`src/rtl/nrisc_pc_pkg.sv`:
```
// Shared types and helpers for the nRisc fetch-address generator.
//   redirect_cause_t : why the pc took its most recent value
//   level_width()    : width of a stack occupancy count for a given depth
package nrisc_pc_pkg;

  typedef enum logic [1:0] {
    CAUSE_NONE    = 2'd0,
    CAUSE_JUMP_BR = 2'd1,
    CAUSE_CALL    = 2'd2,
    CAUSE_RET     = 2'd3
  } redirect_cause_t;

  // The count has to represent 0..depth inclusive, hence depth+1.
  function automatic int level_width(input int depth);
    return $clog2(depth + 1);
  endfunction

  localparam int DEFAULT_STACK_DEPTH = 4;
  localparam int DEFAULT_LEVEL_W     = level_width(DEFAULT_STACK_DEPTH);

endpackage

```
`src/rtl/pc_stack_unit_return_stack.sv`:
```
// return_stack: LIFO of return addresses for the nRisc fetch unit.
// Ports:
//   clock, reset : negedge clock, synchronous active-high reset (clears level)
//   push, din    : store din on top; ignored when full
//   pop          : discard top entry; ignored when empty (pop wins over push)
//   top          : current top entry (zero when empty)
//   level        : number of valid entries
//   full, empty  : occupancy flags
module return_stack
  import nrisc_pc_pkg::*;
#(
  parameter int W     = 8,
  parameter int DEPTH = 4,
  localparam int LVL_W = level_width(DEPTH)
) (
  input  logic             clock,
  input  logic             reset,
  input  logic             push,
  input  logic             pop,
  input  logic [W-1:0]     din,
  output logic [W-1:0]     top,
  output logic [LVL_W-1:0] level,
  output logic             full,
  output logic             empty
);

  localparam int IDX_W = (DEPTH > 1) ? $clog2(DEPTH) : 1;

  logic [W-1:0]     mem [DEPTH];
  logic [LVL_W-1:0] level_m1;
  logic [IDX_W-1:0] push_idx;
  logic [IDX_W-1:0] top_idx;

  assign full     = (level == LVL_W'(DEPTH));
  assign empty    = (level == '0);
  assign level_m1 = level - LVL_W'(1);
  assign push_idx = level[IDX_W-1:0];
  assign top_idx  = level_m1[IDX_W-1:0];
  assign top      = empty ? '0 : mem[top_idx];

  always_ff @(negedge clock) begin
    if (reset) begin
      level <= '0;
    end else if (pop && !empty) begin
      level <= level_m1;
    end else if (push && !full) begin
      level <= level + LVL_W'(1);
    end
  end

  // Entry contents need no reset: only entries below level are ever read.
  always_ff @(negedge clock) begin
    if (!reset && !(pop && !empty) && push && !full) begin
      mem[push_idx] <= din;
    end
  end

endmodule

```
`src/rtl/pc_stack_unit.sv`:
```
// pc_stack_unit: fetch-address generator for the nRisc pipeline.
// All state updates on the falling clock edge.
// Ports:
//   clock, reset          : clock; synchronous active-high reset
//   stall                 : freeze pc and stack, ignore every request
//   jump, jump_target     : absolute redirect
//   branch, branch_offset : pc-relative redirect (signed offset)
//   call                  : push pc+1, redirect to jump_target
//   ret                   : pop return address into pc
//   pc                    : current fetch address
//   jumped                : high for the cycle after a taken redirect
//   redirect_cause        : cause of the most recent pc update
//   stack_level           : number of valid return addresses
//   overflow, underflow   : sticky misuse flags, cleared by reset only
// Request priority: reset > stall > ret > call > jump > branch > increment.
module pc_stack_unit
  import nrisc_pc_pkg::*;
#(
  parameter int PC_W        = 8,
  parameter int OFF_W       = 8,
  parameter int STACK_DEPTH = 4,
  parameter logic [PC_W-1:0] RESET_PC = '0,
  localparam int LVL_W = level_width(STACK_DEPTH)
) (
  input  logic             clock,
  input  logic             reset,
  input  logic             stall,
  input  logic             jump,
  input  logic             branch,
  input  logic             call,
  input  logic             ret,
  input  logic [PC_W-1:0]  jump_target,
  input  logic [OFF_W-1:0] branch_offset,
  output logic [PC_W-1:0]  pc,
  output logic             jumped,
  output redirect_cause_t  redirect_cause,
  output logic [LVL_W-1:0] stack_level,
  output logic             overflow,
  output logic             underflow
);

  logic [PC_W-1:0] pc_inc;
  logic [PC_W-1:0] off_sext;
  logic [PC_W-1:0] stack_top;
  logic            stack_full;
  logic            stack_empty;

  logic            push;
  logic            pop;
  logic [PC_W-1:0] pc_next;
  logic            jumped_next;
  redirect_cause_t cause_next;
  logic            ovf_set;
  logic            unf_set;

  assign pc_inc   = pc + PC_W'(1);
  // Size-casting a signed operand sign-extends it to the pc width.
  assign off_sext = PC_W'($signed(branch_offset));

  always_comb begin
    pc_next     = pc_inc;
    jumped_next = 1'b0;
    cause_next  = CAUSE_NONE;
    push        = 1'b0;
    pop         = 1'b0;
    ovf_set     = 1'b0;
    unf_set     = 1'b0;
    if (stall) begin
      pc_next = pc;
    end else if (ret) begin
      if (!stack_empty) begin
        pc_next     = stack_top;
        pop         = 1'b1;
        jumped_next = 1'b1;
        cause_next  = CAUSE_RET;
      end else begin
        // Empty-stack return degrades to a plain increment.
        unf_set = 1'b1;
      end
    end else if (call) begin
      // The redirect is taken even when the push must be dropped.
      push        = !stack_full;
      ovf_set     = stack_full;
      pc_next     = jump_target;
      jumped_next = 1'b1;
      cause_next  = CAUSE_CALL;
    end else if (jump) begin
      pc_next     = jump_target;
      jumped_next = 1'b1;
      cause_next  = CAUSE_JUMP_BR;
    end else if (branch) begin
      pc_next     = pc + off_sext;
      jumped_next = 1'b1;
      cause_next  = CAUSE_JUMP_BR;
    end
  end

  always_ff @(negedge clock) begin
    if (reset) begin
      pc             <= RESET_PC;
      jumped         <= 1'b0;
      redirect_cause <= CAUSE_NONE;
      overflow       <= 1'b0;
      underflow      <= 1'b0;
    end else begin
      pc             <= pc_next;
      jumped         <= jumped_next;
      redirect_cause <= cause_next;
      if (ovf_set) overflow  <= 1'b1;
      if (unf_set) underflow <= 1'b1;
    end
  end

  return_stack #(
    .W     (PC_W),
    .DEPTH (STACK_DEPTH)
  ) u_stack (
    .clock (clock),
    .reset (reset),
    .push  (push),
    .pop   (pop),
    .din   (pc_inc),
    .top   (stack_top),
    .level (stack_level),
    .full  (stack_full),
    .empty (stack_empty)
  );

endmodule
```
`config.mk`:
```
export PLATFORM = sky130hd
export DESIGN_NAME = pc_stack_unit
export DESIGN_NICKNAME = d
export VERILOG_FILES = /design/src/rtl/nrisc_pc_pkg.sv /design/src/rtl/pc_stack_unit_return_stack.sv /design/src/rtl/pc_stack_unit.sv
export SDC_FILE = /design/constraint.sdc
export NUM_CORES = 1
export LEC_CHECK = 0
export CAP_MARGIN = 10
export CORE_AREA = 5 5 76 78
export CTS_BUF_LIST = sky130_fd_sc_hd__clkbuf_8
export DETAILED_ROUTE_END_ITERATION = 6
export DIE_AREA = 0 0 81 83
export PLACE_DENSITY = 0.79
export SLEW_MARGIN = 20
export SYNTH_ARGS = -nofsm -noshare
export SYNTH_HDL_FRONTEND = slang
export SYNTH_SLANG_ARGS = --single-unit
```
`constraint.sdc`:
```
create_clock -name clock -period 3.1 [get_ports clock]
set_input_delay 0.62 -clock clock [delete_from_list [all_inputs] [get_ports clock]]
set_output_delay 0.62 -clock clock [all_outputs]
set_load 0.05 [all_outputs]
```
==> reports/results.tsv <==
metric	value	unit
root_buffer	clkbuf_8	
crit_chain	buf_6 > ha_4 > o21ai_4 > buf_4 > o21bai_1 > a21oi_1 > xnor2_1 > or3_1 > a32o_1	
hpwl	5.42	mm
grt_pass1_wl	11.9	mm
hold_buffers	0	
clockBufferDepth	2	
worstSkewPairLatency	370	ps
p_int	1240	µW
comb_power_share	30.2	%
netlist_instances	241	
fin_nets	407	
worstPathRequired	1800	ps
wl_per_cell	17.2	µm
grt_pass1_vias	2541	
grt_max_degree	16	
drc_errors	0	
fin_total_pwr	1950	µW
skew	19.0	ps
cp-end-kind	flop	
hold_viol_final	0	
p_clk_share	31.8	%
detail_route.vias_per_cell	5.62	
worst_pin_slew	565	ps
tritoncts	yes	
critPathArrivalTime	2090	ps
drv_slew	0	
grt_overflow	0	
cts_inserted_buffers	5	
numPortBuffers	38	
hp-class	flop to flop	
dp.cells	377	
final_cells	441	
dpl_worst_slack	-1070	ps
report.final.setup_viol	8	
gp_congestion	0.892	
clk_pin_slew	40	ps
p_switching	706	µW
violations	negative setup slack	
status	finished with violations	
synth_edf_count	32	
synth_cell_type_count	49	
drt_iter0_markers	274	
routed_wl	7.57	mm
dieArea	6720	µm²
antenna_found_initial	0	
async_reset_ff_share	0	%
synth-seq-area-share	47.9	%
cp_max_fo	3	
seqPwrFrac	37.9	%
fp.dieH	83	µm
vias	2479	
ys_seq_elements	48	
synth_ff_type	edfxtp_1	
ir_drop	0.000351	V
layout_common_cells	inv_1, buf_4, edfxtp_1, nor2_1	
antenna_cells	0	
cpPeakStageDelay	300	ps
crit_slowest_cell	or3_1	
ctsHtreeMaxLevel	2	
rsz0062_at_grt	true	
io_pins	39	
avgSynthCellArea	11.1	µm²
dieWidth	81	µm
dr.pass1.iters	6	
drive_gt1_share	31.5	%
hold-worst-slack	500	ps
core_area	5010	µm²
swShare	36.3	%
maxSlewHeadroom	62.0	%
syn_nets	278	
p_leak	0.00175	µW
setup_ws	-293	ps
start_util	53.4	%
area_growth	51.5	%
power.density	481	nW/µm²
worstSetupPathType	primary input to flop	
synth_warnings	0	
critPathLaunchType	primary input	
synth.cell_area	2670	µm²
final_common_cell	inv_1	
clkSinkCount	48	
grtUsageTotal	23.1	%
rows	26	
max_cap_violations	0	
antenna_left	0	
==> flip-flops by register name, indices dropped and copies added, names as in the netlist <==
register and flops:
pc 8, u_stack.mem 32, underflow 1, overflow 1, u_stack.level 3, redirect_cause 2
jumped 1
==> final cells by class <==
class | instances | area, µm²
multi-input cells | 170 | 1470
flip-flops and latches | 48 | 1290
fillers | 308 | 958
repair buffers | 85 | 888
clock inverters | 51 | 203
well taps | 70 | 87.6
clock buffers | 5 | 68.8
inverters | 12 | 45.0
==> worst paths after layout <==
| path | startpoint | endpoint | slack [ps] | cells after the start |
|---|---|---|---|---|
| hold reg to reg | overflow$_SDFFE_NP0P_ | overflow$_SDFFE_NP0P_ | 500 | 2 |
| hold / removal | overflow$_SDFFE_NP0P_ | overflow$_SDFFE_NP0P_ | 500 | 2 |
| setup / recovery | branch_offset[2] | pc[5]$_SDFFE_NP0N_ | -290 | 9 |
| setup reg to reg | u_stack.level[0]$_SDFFE_NP0P_ | pc[6]$_SDFFE_NP0N_ | 690 | 7 |
==> critical path, delay by kind of cell <==
| kind | cells | cell delay [ps] |
|---|---|---|
| compound gates | 4 | 530 |
| xor+xnor | 1 | 120 |
| fa+ha+maj | 1 | 280 |
| buf+inv | 2 | 230 |
| simple gates | 1 | 300 |
==> power groups by stage <==
stage / registers (µW) / logic (µW) / clock network, µW
2_1_floorplan: 808 / 243 / 95.0
3_3_place_gp: 746 / 522 / 95.0
3_5_place_dp: 747 / 536 / 95.0
4_1_cts: 739 / 569 / 637
5_1_grt: 740 / 627 / 732
6_report: 739 / 589 / 620
==> logic make-up (layout without fill, tap and decap cells) <==
group	Yosys count	after routing	share of synthesized area, %
AOI/OAI and AO/OA	58	58	14.7
xor gates and xnor gates	10	10	3.28
adders and majority gates	14	14	6.83
buffers and inverters	23	153	4.26
DFF	48	48	47.9
muxes	13	13	9.64
and+or+nand+nor	75	75	13.3
==> routing by layer <==
| metal | part of all wire [%] | vias up | GRT usage, % |
|---|---|---|---|
| met5 | 0 | - | 0 |
| met4 | 1.4 | 0 | 7.83 |
| met3 | 7.7 | 10 | 7.03 |
| met2 | 50 | 117 | 36.5 |
| met1 | 40 | 1200 | 29.9 |
| li1 | - | 1152 | - |
==> synthesized netlist by cell type, types with 3 or more instances <==
master,count,area share [%]
a21oi_1,19,3.6
nor3_1,3,0.56
nor2_1,26,3.6
mux2i_1,4,1.5
a211oi_1,3,0.84
dfxtp_1,16,12
xnor2_1,6,2.0
and3_1,5,1.2
inv_1,13,1.8
ha_1,13,6.1
buf_6,3,1.3
nor2b_1,3,0.70
o211ai_1,7,2.0
nand3_1,5,0.94
clkbuf_1,5,0.70
a21o_1,3,0.84
nand2b_1,4,0.94
o21ai_0,8,1.5
or3_1,5,1.2
mux4_1,7,6.9
edfxtp_1,32,36
xor2_1,4,1.3
nand2_1,16,2.2
==> through the flow <==
step / util, % / area (µm²) / TNS (ps)
after global routing: 80.9 / 4050 / -1970
final: 80.9 / 4050 / -1560
after detailed placement: 72.3 / 3620 / -30850
after floorplan: - / 2780 / -3730
after global placement: 72.3 / 3620 / -29320
after CTS: 80.0 / 4010 / -1410
==> what timing repair did <==
action | 4_1_cts | 5_1_grt
pin swaps | 28 | 11
resized for setup | 53 | 16
buffers inserted | 5 | 3
cloned | 1 | 0
endpoints found under the setup margin | 48 | 48
Power figures use the tool's default switching activity.
